**src/rtl/uart_pkg.sv**
```systemverilog
// Shared types and default constants for the UART transmit scheduler.
package uart_pkg;

    localparam int UART_DATA_WIDTH  = 8;
    localparam int UART_CNT_WIDTH   = 16;
    localparam int UART_ACK_TIMEOUT = 15;

    typedef enum logic [2:0] {
        IDLE      = 3'd0,
        FETCH     = 3'd1,
        LATCH     = 3'd2,
        START     = 3'd3,
        WAIT_ACK  = 3'd4,
        WAIT_DONE = 3'd5,
        FLUSH     = 3'd6
    } sched_state_t;

endpackage

```
**src/rtl/uart_tx_scheduler.sv**
```systemverilog
// Drains a byte FIFO into a UART transmitter one byte at a time, with
// acknowledge timeout, flush support and sent/dropped byte counters.
module uart_tx_scheduler
    import uart_pkg::*;
#(
    parameter int DATA_WIDTH  = UART_DATA_WIDTH,
    parameter int CNT_WIDTH   = UART_CNT_WIDTH,
    parameter int ACK_TIMEOUT = UART_ACK_TIMEOUT
) (
    input  logic                  clk,
    input  logic                  rst,
    input  logic                  enable,
    input  logic                  flush,
    input  logic                  fifo_empty,
    input  logic [DATA_WIDTH-1:0] fifo_dout,
    output logic                  fifo_ren,
    input  logic                  tx_busy,
    output logic                  tx_start,
    output logic [DATA_WIDTH-1:0] tx_data,
    output logic                  sched_busy,
    output logic                  ack_err,
    output logic [CNT_WIDTH-1:0]  byte_cnt,
    output logic [CNT_WIDTH-1:0]  drop_cnt
);

    localparam int TO_W = (ACK_TIMEOUT < 1) ? 1 : $clog2(ACK_TIMEOUT + 1);
    localparam logic [TO_W-1:0] TO_MAX = TO_W'(ACK_TIMEOUT);

    sched_state_t    state, state_nxt;
    logic [TO_W-1:0] to_cnt;
    logic            timeout;

    assign timeout = (to_cnt == TO_MAX);

    always_ff @(posedge clk or negedge rst) begin
        if (!rst) state <= IDLE;
        else      state <= state_nxt;
    end

    // A transmitter that answers on the very cycle the timeout expires wins.
    always_comb begin
        state_nxt = state;
        unique case (state)
            IDLE: begin
                if (flush && !fifo_empty)                    state_nxt = FLUSH;
                else if (enable && !fifo_empty && !tx_busy)  state_nxt = FETCH;
            end
            FETCH:     state_nxt = LATCH;
            LATCH:     state_nxt = START;
            START:     state_nxt = WAIT_ACK;
            WAIT_ACK: begin
                if (tx_busy)      state_nxt = WAIT_DONE;
                else if (timeout) state_nxt = IDLE;
            end
            WAIT_DONE: if (!tx_busy)  state_nxt = IDLE;
            FLUSH:     if (fifo_empty) state_nxt = IDLE;
            default:   state_nxt = IDLE;
        endcase
    end

    // Read strobes are qualified by fifo_empty so an empty FIFO is never read.
    always_comb begin
        fifo_ren   = 1'b0;
        tx_start   = 1'b0;
        ack_err    = 1'b0;
        sched_busy = (state != IDLE);
        unique case (state)
            FETCH:    fifo_ren = !fifo_empty;
            START:    tx_start = 1'b1;
            WAIT_ACK: ack_err  = timeout && !tx_busy;
            FLUSH:    fifo_ren = !fifo_empty;
            default: ;
        endcase
    end

    always_ff @(posedge clk or negedge rst) begin
        if (!rst) begin
            to_cnt   <= '0;
            tx_data  <= '0;
            byte_cnt <= '0;
            drop_cnt <= '0;
        end else begin
            to_cnt <= (state == WAIT_ACK) ? to_cnt + TO_W'(1) : '0;
            if (state == LATCH)
                tx_data <= fifo_dout;
            if (state == WAIT_DONE && !tx_busy)
                byte_cnt <= byte_cnt + CNT_WIDTH'(1);
            if (state == FLUSH && !fifo_empty)
                drop_cnt <= drop_cnt + CNT_WIDTH'(1);
        end
    end

endmodule

```
**config.mk**
```make
export PLATFORM = sky130hd
export DESIGN_NAME = uart_tx_scheduler
export DESIGN_NICKNAME = d
export VERILOG_FILES = /design/src/rtl/uart_pkg.sv /design/src/rtl/uart_tx_scheduler.sv
export SDC_FILE = /design/constraint.sdc
export NUM_CORES = 1
export LEC_CHECK = 0
export CORE_ASPECT_RATIO = 1.1
export CORE_MARGIN = 4
export CORE_UTILIZATION = 40
export CTS_BUF_LIST = sky130_fd_sc_hd__clkbuf_4 sky130_fd_sc_hd__clkbuf_8
export DETAILED_ROUTE_END_ITERATION = 10
export PLACE_DENSITY = 0.68
export SLEW_MARGIN = 20
export SYNTH_ARGS = -nofsm -noshare
export SYNTH_HDL_FRONTEND = slang
export SYNTH_SLANG_ARGS = --single-unit
```
**constraint.sdc**
```tcl
create_clock -name clk -period 2.45 [get_ports clk]
set_clock_uncertainty 0.1 [all_clocks]
set_input_delay 0.49 -clock clk [delete_from_list [all_inputs] [get_ports clk]]
set_output_delay 0.49 -clock clk [all_outputs]
set_load 0.02 [all_outputs]
```
==> impl_metrics.prom, run 1 <==
# TYPE chip_impl_metric gauge
chip_impl_info{name="status",value="completed"} 1
chip_impl_metric{name="dieWidth",unit="µm"} 77.9
chip_impl_metric{name="hold_fix_buffers_at_cts",unit=""} 0
chip_impl_metric{name="clkTransAtPathRegs",unit="ns"} 0.09
chip_impl_metric{name="grt_max_degree",unit=""} 30
chip_impl_metric{name="maxCapViolCount",unit=""} 0
chip_impl_metric{name="detailed_placement_hpwl",unit="mm"} 3.08
chip_impl_info{name="critPathLaunchType",value="flip-flop"} 1
chip_impl_metric{name="via_per_inst",unit=""} 4.80
chip_impl_info{name="grt_busiest_layer",value="met2"} 1
chip_impl_metric{name="timing.fmax",unit="GHz"} 0.434
chip_impl_metric{name="arrival",unit="ns"} 1.72
chip_impl_metric{name="max-clock-path-buffers",unit=""} 2
chip_impl_metric{name="post-layout-total-power",unit="mW"} 2.62
chip_impl_metric{name="post-route-cell-area",unit="µm²"} 2960
chip_impl_metric{name="number_of_standard_cells_after_synthesis",unit=""} 185
chip_impl_metric{name="insertion_delay",unit="ns"} 0.29
chip_impl_info{name="crit_path_category",value="reg -> out"} 1
chip_impl_metric{name="synth_seq_area_share",unit="%"} 54.7
chip_impl_info{name="synth.top_cells.by_area",value="dfrtp_1, xnor2_1, xor2_1"} 1
chip_impl_metric{name="first_pass_iters",unit=""} 4
chip_impl_info{name="cts_root_buf",value="clkbuf_8"} 1
chip_impl_metric{name="n_antenna_cell",unit=""} 0
chip_impl_metric{name="ff2ff_setup_slack",unit="ns"} 0.76
chip_impl_metric{name="cts_htree_levels",unit=""} 2
chip_impl_metric{name="via_count",unit=""} 1555
chip_impl_metric{name="post_synth_instance_area",unit="µm²"} 2150
chip_impl_metric{name="pin_slew_with_the_least_headroom_to_its_limit",unit="ns"} 0.446
chip_impl_info{name="r2r_start",value="state[1]"} 1
chip_impl_metric{name="grt_pass1_vias",unit=""} 1597
chip_impl_metric{name="timing.critical_path.fanout_max",unit=""} 7
chip_impl_metric{name="power.share.combinational",unit="%"} 35.6
chip_impl_metric{name="timing.final.crit_period",unit="ns"} 2.31
chip_impl_metric{name="drive_gt1_share",unit="%"} 13.9
chip_impl_metric{name="cellInternalPower",unit="mW"} 1.77
chip_impl_metric{name="synth.lib_cells_used.distinct",unit=""} 33
chip_impl_metric{name="cts_made_buffers",unit=""} 5
chip_impl_info{name="r2r_end",value="byte_cnt[6]"} 1
chip_impl_metric{name="routed_wirelength",unit="mm"} 4.06
chip_impl_metric{name="syn2layout_area_growth",unit="%"} 37.5
chip_impl_metric{name="drt.antenna.violating_nets",unit=""} 0
chip_impl_metric{name="crit_required",unit="ns"} 1.86
chip_impl_info{name="timing.hold.worst.class",value="in -> async"} 1
chip_impl_metric{name="power_leakage",unit="nW"} 1.35
chip_impl_metric{name="route.detailed.drc",unit=""} 0
chip_impl_metric{name="cts.repair_timing.setup_buffer_count",unit=""} 0
chip_impl_metric{name="floorplan.die.height",unit="µm"} 84.9
chip_impl_metric{name="synth_nets",unit=""} 202
chip_impl_metric{name="nets",unit=""} 268
chip_impl_info{name="tritoncts",value="built"} 1
chip_impl_metric{name="global_route.overflow_total",unit=""} 0
chip_impl_metric{name="antenna_violations_before_repair",unit=""} 0
chip_impl_metric{name="placedInstanceArea",unit="µm²"} 2830
chip_impl_info{name="yosysTopAreaCell",value="dfrtp_1"} 1
chip_impl_metric{name="grt.met1_usage",unit="%"} 18.1
chip_impl_metric{name="die_area",unit="µm²"} 6620
chip_impl_metric{name="multiInputGateArea",unit="µm²"} 902
chip_impl_metric{name="vdd_drop_max",unit="µV"} 647
chip_impl_metric{name="grt_pass1_wl",unit="mm"} 7.33
chip_impl_metric{name="final_min_period_over_clock_period",unit="%"} 94.1
chip_impl_metric{name="p_sw",unit="µW"} 854
chip_impl_metric{name="clockPowerShare",unit="%"} 22.2
chip_impl_metric{name="setup_tns",unit="ns"} 0
chip_impl_metric{name="post-synth-top-area-fraction",unit="%"} 54.7
chip_impl_info{name="final_common_cell",value="clkdlybuf4s50_1"} 1
chip_impl_metric{name="register_area",unit="µm²"} 1180
chip_impl_metric{name="layout.filler_cells",unit=""} 452
chip_impl_metric{name="seq_power_share",unit="%"} 42.2
chip_impl_metric{name="synth-seq-cells",unit=""} 47
chip_impl_metric{name="numClockSinks",unit=""} 47
chip_impl_metric{name="total_grt_usage",unit="%"} 13.7
chip_impl_metric{name="drv_slew",unit=""} 0
chip_impl_metric{name="num_io_pins",unit=""} 58
chip_impl_info{name="layout.cells.most_common_list",value="clkdlybuf4s50_1, dfrtp_1, xnor2_1"} 1
chip_impl_metric{name="io_buffers",unit=""} 57
chip_impl_metric{name="initial_utilization",unit="%"} 42.2
chip_impl_metric{name="use_met2",unit="%"} 21.6
chip_impl_metric{name="power.switching_fraction",unit="%"} 32.6
chip_impl_info{name="cp-end-kind",value="output pin"} 1
chip_impl_metric{name="powerDensity",unit="nW/µm²"} 886
chip_impl_metric{name="ys.warnings.count",unit=""} 0
chip_impl_metric{name="rows",unit=""} 27
chip_impl_metric{name="routed_wire_length_per_instance",unit="µm"} 12.5
chip_impl_metric{name="core-area",unit="µm²"} 5100
chip_impl_info{name="unrepaired_setup_endpoints_after_global_routing",value="false"} 1
chip_impl_metric{name="groute.layer.met3.usage",unit="%"} 4.67
chip_impl_metric{name="place.gp.congestion",unit=""} 0.754
chip_impl_metric{name="timing_hold_violations_final",unit=""} 0
chip_impl_metric{name="reg2reg_depth",unit=""} 5
chip_impl_metric{name="worst_case_headroom_to_the_max_slew_limit",unit="%"} 70.3
chip_impl_metric{name="syn_avg_cell_area",unit="µm²"} 11.6
chip_impl_metric{name="setup_viol",unit=""} 0
chip_impl_metric{name="drtIter0Drc",unit=""} 65
## repair_timing
item	CTS	global route
gates cloned	0	0
setup endpoints to repair	2	2
gates resized for setup	2	2
hold endpoints to repair	0	0
pin swaps	0	0
## metal layers
layer  wire length [µm]  vias to the layer above
met5                  0                        -
met4                 53                        0
met3                224                        5
met2               1870                       40
met1               1910                      742
li1                   -                      768
## power groups by stage
stage	Sequential [mW]	Clock [mW]	Combinational (mW)
3_3_place_gp	1.11	0	0.931
4_1_cts	1.11	0.601	0.951
5_1_grt	1.15	0.626	1.02
3_5_place_dp	1.12	0	0.948
6_report	1.11	0.581	0.934
2_1_floorplan	1.21	0	0.417
## state kept, by name (all words and copies together) (netlist names)
| name | flops |
|---|---|
| byte_cnt | 16 |
| drop_cnt | 16 |
| state | 3 |
| to_cnt | 4 |
| tx_data | 8 |
## cells in the mapped netlist, drive strengths merged
| master | number |
|---|---|
| ha | 3 |
| nor4 | 1 |
| and2 | 1 |
| a31oi | 1 |
| nand2 | 12 |
| nand4 | 5 |
| and3 | 4 |
| or3 | 1 |
| xnor2 | 18 |
| and4 | 5 |
| nand3 | 14 |
| inv | 7 |
| a2bb2oi | 1 |
| buf | 4 |
| o31ai | 2 |
| nor2 | 16 |
| and4bb | 2 |
| nor3 | 5 |
| dfrtp | 47 |
| nor2b | 2 |
| nand3b | 2 |
| clkbuf | 2 |
| xor2 | 14 |
| a21oi | 4 |
| a211oi | 1 |
| mux2 | 10 |
| nor4b | 1 |
## per-stage QoR
step	setup slack [ns]	instances	util [%]	hold WS, ns
6_report	0.144	324	58.0	0.0262
3_3_place_gp	0.139	316	55.5	0.348
2_1_floorplan	0.523	185	-	0.0944
4_1_cts	0.0334	324	57.9	0.0353
5_1_grt	0.0621	324	58.0	0.0557
3_5_place_dp	0.117	316	55.5	0.353
## cell type report
| type | count | share of cell area, % |
|---|---|---|
| clock buffers | 6 | 2.79 |
| clock inverters | 2 | 1.18 |
| inverters | 7 | 0.888 |
| multi-input cells | 125 | 30.5 |
| flip-flops and latches | 47 | 39.8 |
| well taps | 72 | 3.05 |
| repair buffers | 65 | 21.7 |
## critical path: stages, from the launching register on
cell,delay [ns]
dfrtp_1,0.42
buf_4,0.17
or3_1,0.30
clkdlybuf4s50_1,0.54
## logic make-up after synthesis
group | count (synthesis) | share of synthesized area, %
adders and majority gates | 3 | 1.75
muxes | 10 | 5.24
buffers and inverters | 13 | 3.37
AOI/OAI and AO/OA | 9 | 2.68
DFF | 47 | 54.7
and+or+nand+nor | 71 | 19.3
xor gates and xnor gates | 32 | 13.0
## how the worst max path moves through the flow
stage	start	endpoint
floorplan	state[2]	ack_err
global placement	tx_busy	ack_err
detailed placement	tx_busy	ack_err
CTS	state[1]	ack_err
global route	state[0]	sched_busy
finish	state[0]	sched_busy
No activity file was read; power rests on OpenSTA's default activity.
==> run 2, diff against run 1 <==
SKIP_LAST_GASP = 1   (was default)
==> results of run 2 <==
Same layout as run 1: the final DEF is identical, and so are final timing and power.
==> run 3, diff against run 2 <==
CORE_ASPECT_RATIO = 2   (was 1.1)
GPL_TIMING_DRIVEN = 1   (was default)
==> run 3 against run 2 <==
Global-route usage increased by 0.76 points. Core utilization decreased by 2.3 points. Worst setup slack gained 0.012 ns. Sequential power hardly changed. First-iteration DRC count down 34%. Design area shrank 2.4%. Highest routed layer unchanged.
==> impl_metrics.prom, run 3 (synthesis gave the netlist of run 1 again) <==
# TYPE chip_impl_metric gauge
chip_impl_metric{name="route.met2.wl",unit="mm"} 2.44
chip_impl_info{name="status",value="completed"} 1
chip_impl_metric{name="global_route.overflow_total",unit=""} 0
chip_impl_metric{name="drt.antenna.violating_nets",unit=""} 0
chip_impl_metric{name="grt_max_degree",unit=""} 48
chip_impl_info{name="cp-end-kind",value="output pin"} 1
chip_impl_metric{name="routed_wirelength",unit="mm"} 4.32
chip_impl_metric{name="timing.fmax",unit="GHz"} 0.436
chip_impl_metric{name="route.detailed.drc",unit=""} 0
chip_impl_metric{name="worst_case_headroom_to_the_max_slew_limit",unit="%"} 61.3
chip_impl_metric{name="core-area",unit="µm²"} 5180
chip_impl_metric{name="timing.critical_path.fanout_max",unit=""} 9
chip_impl_metric{name="drv_slew",unit=""} 0
chip_impl_metric{name="cts_htree_levels",unit=""} 2
chip_impl_metric{name="n_antenna_cell",unit=""} 0
chip_impl_metric{name="floorplan.die.height",unit="µm"} 112
chip_impl_metric{name="num_io_pins",unit=""} 58
chip_impl_metric{name="syn2layout_area_growth",unit="%"} 34.3
chip_impl_metric{name="drive_gt1_share",unit="%"} 13.5
chip_impl_metric{name="setup_viol",unit=""} 0
chip_impl_metric{name="setup_tns",unit="ns"} 0
chip_impl_info{name="unrepaired_setup_endpoints_after_global_routing",value="false"} 1
chip_impl_metric{name="first_pass_iters",unit=""} 4
chip_impl_info{name="critPathLaunchType",value="flip-flop"} 1
chip_impl_metric{name="ff2ff_setup_slack",unit="ns"} 0.67
chip_impl_metric{name="maxCapViolCount",unit=""} 0
chip_impl_info{name="tritoncts",value="built"} 1
chip_impl_metric{name="insertion_delay",unit="ns"} 0.29
chip_impl_info{name="crit_path_start",value="state[2]"} 1
chip_impl_info{name="r2r_start",value="state[2]"} 1
chip_impl_metric{name="wl_met1",unit="mm"} 1.61
chip_impl_metric{name="initial_utilization",unit="%"} 41.5
chip_impl_metric{name="via_per_inst",unit=""} 5.12
chip_impl_metric{name="drtIter0Drc",unit=""} 43
chip_impl_metric{name="cts.repair_timing.setup_buffer_count",unit=""} 0
chip_impl_metric{name="power_leakage",unit="nW"} 1.31
chip_impl_metric{name="timing.final.crit_period",unit="ns"} 2.29
chip_impl_metric{name="die_area",unit="µm²"} 6690
chip_impl_metric{name="grt_pass1_vias",unit=""} 1676
chip_impl_metric{name="clkTransAtPathRegs",unit="ns"} 0.08
chip_impl_info{name="timing.hold.worst.class",value="in -> async"} 1
chip_impl_info{name="cts_root_buf",value="clkbuf_8"} 1
chip_impl_metric{name="arrival",unit="ns"} 1.70
chip_impl_metric{name="via_count",unit=""} 1582
chip_impl_metric{name="grt_pass1_wl",unit="mm"} 7.56
chip_impl_metric{name="post-place-cells",unit=""} 301
chip_impl_metric{name="crit_required",unit="ns"} 1.86
chip_impl_metric{name="dieWidth",unit="µm"} 59.9
chip_impl_metric{name="fin_cells",unit=""} 309
chip_impl_metric{name="timing_hold_violations_final",unit=""} 0
chip_impl_metric{name="max-clock-path-buffers",unit=""} 2
chip_impl_metric{name="rows",unit=""} 37
chip_impl_metric{name="final_min_period_over_clock_period",unit="%"} 93.6
chip_impl_metric{name="numClockSinks",unit=""} 47
chip_impl_metric{name="vdd_drop_max",unit="µV"} 697
chip_impl_metric{name="max_stage_delay",unit="ns"} 0.55
chip_impl_metric{name="place.gp.congestion",unit=""} 0.718
chip_impl_info{name="timing.critical_path.slowest_stage_cell",value="clkdlybuf4s50_1"} 1
chip_impl_metric{name="routed_wire_length_per_instance",unit="µm"} 14.0
chip_impl_metric{name="antenna_violations_before_repair",unit=""} 0
chip_impl_metric{name="detailed_placement_hpwl",unit="mm"} 3.23
chip_impl_metric{name="powerDensity",unit="nW/µm²"} 868
chip_impl_metric{name="post-layout-total-power",unit="mW"} 2.51
chip_impl_info{name="layout.cells.most_common_list",value="clkdlybuf4s50_1, dfrtp_1, xnor2_1"} 1
chip_impl_info{name="layout_top_registers",value="byte_cnt: 16 flops, drop_cnt: 16 flops, tx_data: 8 flops"} 1
chip_impl_info{name="crit_path_category",value="reg -> out"} 1
chip_impl_info{name="crit_chain",value="or3_1 -> clkdlybuf4s50_1"} 1
chip_impl_metric{name="cts_made_buffers",unit=""} 5
chip_impl_metric{name="io_buffers",unit=""} 57
chip_impl_info{name="maxUsedRoutingLayer",value="met4"} 1
chip_impl_metric{name="total_grt_usage",unit="%"} 14.5
chip_impl_info{name="final_common_cell",value="clkdlybuf4s50_1"} 1
chip_impl_metric{name="met3WireLength",unit="µm"} 175
chip_impl_metric{name="pin_slew_with_the_least_headroom_to_its_limit",unit="ns"} 0.581
chip_impl_metric{name="nets",unit=""} 267
==> run 3: cell count changes in the layout (fill, tap and decap cells not counted), sizes merged <==
cell and change:
buf -1, bufinv -1, clkbuf +1, dlygate4sd2 +1, dlymetal6s2s -1
==> run 3: power by group <==
group | switching, mW | internal (mW) | total [mW]
sequential | 0.174 | 0.937 | 1.11
combinational | 0.436 | 0.493 | 0.929
clock | 0.243 | 0.223 | 0.466
==> run 3: per-stage QoR <==
step	setup slack, ns	cell area [µm²]	hold slack, ns	utilization [%]
floorplan	0.523	2150	0.0944	-
global placement	0.138	2800	0.350	53.9
detailed placement	0.121	2800	0.354	53.9
CTS	0.00262	2880	0.207	55.6
global route	0.0743	2890	0.231	55.7
finish	0.156	2890	0.167	55.7
==> run 3: routing by layer <==
layer	vias up	global-route usage (%)
met5	-	0
met4	0	5.77
li1	758	-
met1	786	16.0
met3	6	3.13
met2	32	25.6
==> run 3: worst paths after layout <==
kind                           endpoint  depth (start not counted)
min                        byte_cnt[10]                          2
max in group asynchronous      state[0]                          2
max reg2reg                drop_cnt[15]                          5
min reg2reg                   to_cnt[0]                          1
min in group clk              to_cnt[0]                          1
max                          sched_busy                          2
==> run 3: repair_timing <==
action / in CTS / in global routing
setup endpoints to repair: 2 / 1
hold buffers: 0 / 0
gates resized for setup: 2 / 2
==> run 3: worst max-delay path, delay by kind of cell (launching register included) <==
| family | cells | cell delay (ns) |
|---|---|---|
| flops | 1 | 0.48 |
| buf+inv | 1 | 0.55 |
| simple gates | 1 | 0.39 |
==> run 3: area by class of cell <==
| type | count | area [µm²] |
|---|---|---|
| multi-input combinational | 125 | 902 |
| tap | 58 | 72.6 |
| inverter | 7 | 26.3 |
| clock buffer | 7 | 83.8 |
| timing repair buffer | 64 | 619 |
| sequential | 47 | 1180 |
| fill | 463 | 2300 |
| clock inverter | 1 | 5.00 |
==> RTL edit (config.mk and constraints of run 3) <==
Make the reset (`rst`) synchronous in 2 clocked blocks.
--- a/src/rtl/uart_tx_scheduler.sv
+++ b/src/rtl/uart_tx_scheduler.sv
@@ -34,3 +34,3 @@
 
-    always_ff @(posedge clk or negedge rst) begin
+    always_ff @(posedge clk) begin
         if (!rst) state <= IDLE;
@@ -75,3 +75,3 @@
 
-    always_ff @(posedge clk or negedge rst) begin
+    always_ff @(posedge clk) begin
         if (!rst) begin
Check against the original RTL: differs if rst is asserted again (counterexample within 4 cycles, from zero or initial values and one cycle with rst low); with rst held inactive, the same outputs for 10 cycles.
==> RTL edit against run 3 <==
- total power down 27%
- sequential share of layout area down 8.6 points
- global-route usage up 1.7 points
- routed wire length up 16%
- worst setup slack worse by 0.062 ns
- synthesized area down 0.52%
- sequential cell count unchanged
- via count up 28%
- non-clock buffer count up 5
- cell area up 1.4%
- critical endpoint is now fifo_ren
- largest power group unchanged
==> RTL edit: results (changes against run 3) <==
* Status: finished clean
* Wirelength per Cell at 13.5 µm (-3.5%)
* Critical Path AT at 1.77 ns (+0.07 ns)
* Worst Hold Class: reg -> reg
* Fin cells at 373 (+21%)
* Leading cell types by count after synthesis: dfxtp_1 (47), nor2_1 (34), a21oi_1 (18)
* Worst vdd ir at 0.583 mV (-16%)
* Layout cells sized above 1 at 10.5% (-3.1 points)
* Netlist cell types at 41 (+24%)
* Post-DP HPWL at 3.75 mm (+16%)
* Clock Latency Late Sink at roughly 0.30 ns
* Postcts setup bufs at 0 (unchanged)
* Clock Root Buffer: clkbuf_8
* Global-route wire length before repair at 8.54 mm (+13%)
* Final setup violation count at 0 (unchanged)
* Overflow after GRT at 0 (unchanged)
* Placed cells at 365 (+21%)
* H-tree depth reported by CTS at 2 (unchanged)
* Initial drt markers at 59 (+37%)
* CP Max Fanout at 15 (+6)
* Pre-antenna DRT Iters at 4 (unchanged)
* Clock slew at reported path FFs at 0.08 ns (about the same)
* Top FF cell, synth: dfxtp_1
* All-Layer GR Usage at 16.2% (+1.7 points)
* Post-Place Worst Slack at -0.172 ns (-0.293 ns)
* Antenna cell count at 0 (unchanged)
* NumNets Final at 331 (+24%)
* Mapped Nets at 265 (+31%)
* Largest net degree at the start of global routing at 39 (-19%)
* Largest cells by area after synthesis: dfxtp_1 (44%), nor2_1 (6.0%), mux2i_1 (4.7%)
* Placer's final routability congestion estimate at 0.785 (+9.3%)
* Slew headroom at 73.6% (+12 points)
* Metal1 wirelength at 1.83 mm (+13%)
* Register area share after synthesis at 44.0% (-11 points)
* Ys async rst share at 0% (-100 points)
* Routed wl met2 at 2.83 mm (+16%)
* Vias/cell at 5.43 (+6.1%)
* Met3 wire length at 241 µm (+38%)
* Clock buffer depth at 2 (unchanged)
* Pleak at 0.00101 µW (-23%)
* Initial antenna violation count at 0 (unchanged)
* Core area at 0.00518 mm² (unchanged)
* Mapped Avg Cell Area at 8.63 µm² (-26%)
* Vias in the first global route at 1933 (+15%)
* Top flop regs: byte_cnt: 16 flops, drop_cnt: 16 flops, tx_data: 8 flops
* FILL cells at 495 (+6.9%)
[RTL edit: metrics by stage]
step                util [%]  cell area [µm²]  power (µW)  setup TNS, ns
floorplan                  -             2140        1160              0
global placement        54.6             2830        1360         -0.136
detailed placement      54.6             2830        1370         -0.172
CTS                     56.4             2930        1850              0
global route            56.5             2930        1930              0
finish                  56.5             2930        1820              0
[RTL edit: final timing paths]
check                                  from            to  slack [ns]  cells after the start
worst max-delay path               state[2]      fifo_ren        0.09                      5
worst min-delay path              to_cnt[0]     to_cnt[0]        0.35                      1
worst max register to register  drop_cnt[3]  drop_cnt[15]        0.40                      4
worst min register to register    to_cnt[0]     to_cnt[0]        0.35                      1
[RTL edit: repair_timing]
item                                    4_1_cts  5_1_grt
gates cloned                                  0        0
hold buffers                                  0        0
endpoints found under the setup margin        1        2
gates resized for setup                       2        2
[RTL edit: cells by family (layout without fill, tap and decap cells)]
group                    after synthesis  in the layout  share of synthesized area, %
AND/OR/NAND/NOR                      113            113                          28.5
flip-flops                            47             47                          44.0
AO/OA/AOI/OAI                         39             39                          10.4
XOR/XNOR                              18             18                          7.37
buffers and inverters                 18             85                          3.27
multiplexers                          10             10                          4.68
adder cells (fa/ha/maj)                3              3                          1.75
[RTL edit: power by group]
| part | internal [µW] | switching [µW] |
|---|---|---|
| clock network | 223 | 249 |
| logic | 245 | 243 |
| registers | 817 | 47.0 |
| total | 1290 | 539 |
[RTL edit: worst max-delay path, cell delays in order (launching register included)]
cell	delay, ns
dfxtp_1	0.35
buf_4	0.19
and3_1	0.17
a21oi_1	0.04
nor2_1	0.11
clkdlybuf4s50_1	0.61
[RTL edit: area by class of cell]
cell class | instances | share of cell area, %
Clock buffer | 7 | 2.86
Tap cell | 58 | 2.48
Sequential cell | 47 | 32.2
Inverter | 8 | 1.03
Clock inverter | 1 | 0.171
Multi-Input combinational cell | 183 | 38.7
Timing Repair Buffer | 69 | 22.5
[RTL edit: per-layer routing]
metal / track usage [%] / up-vias
met2: 29.3 / 56
met1: 16.2 / 956
met4: 7.40 / 0
li1: - / 1004
met5: 0 / -
met3: 4.18 / 10
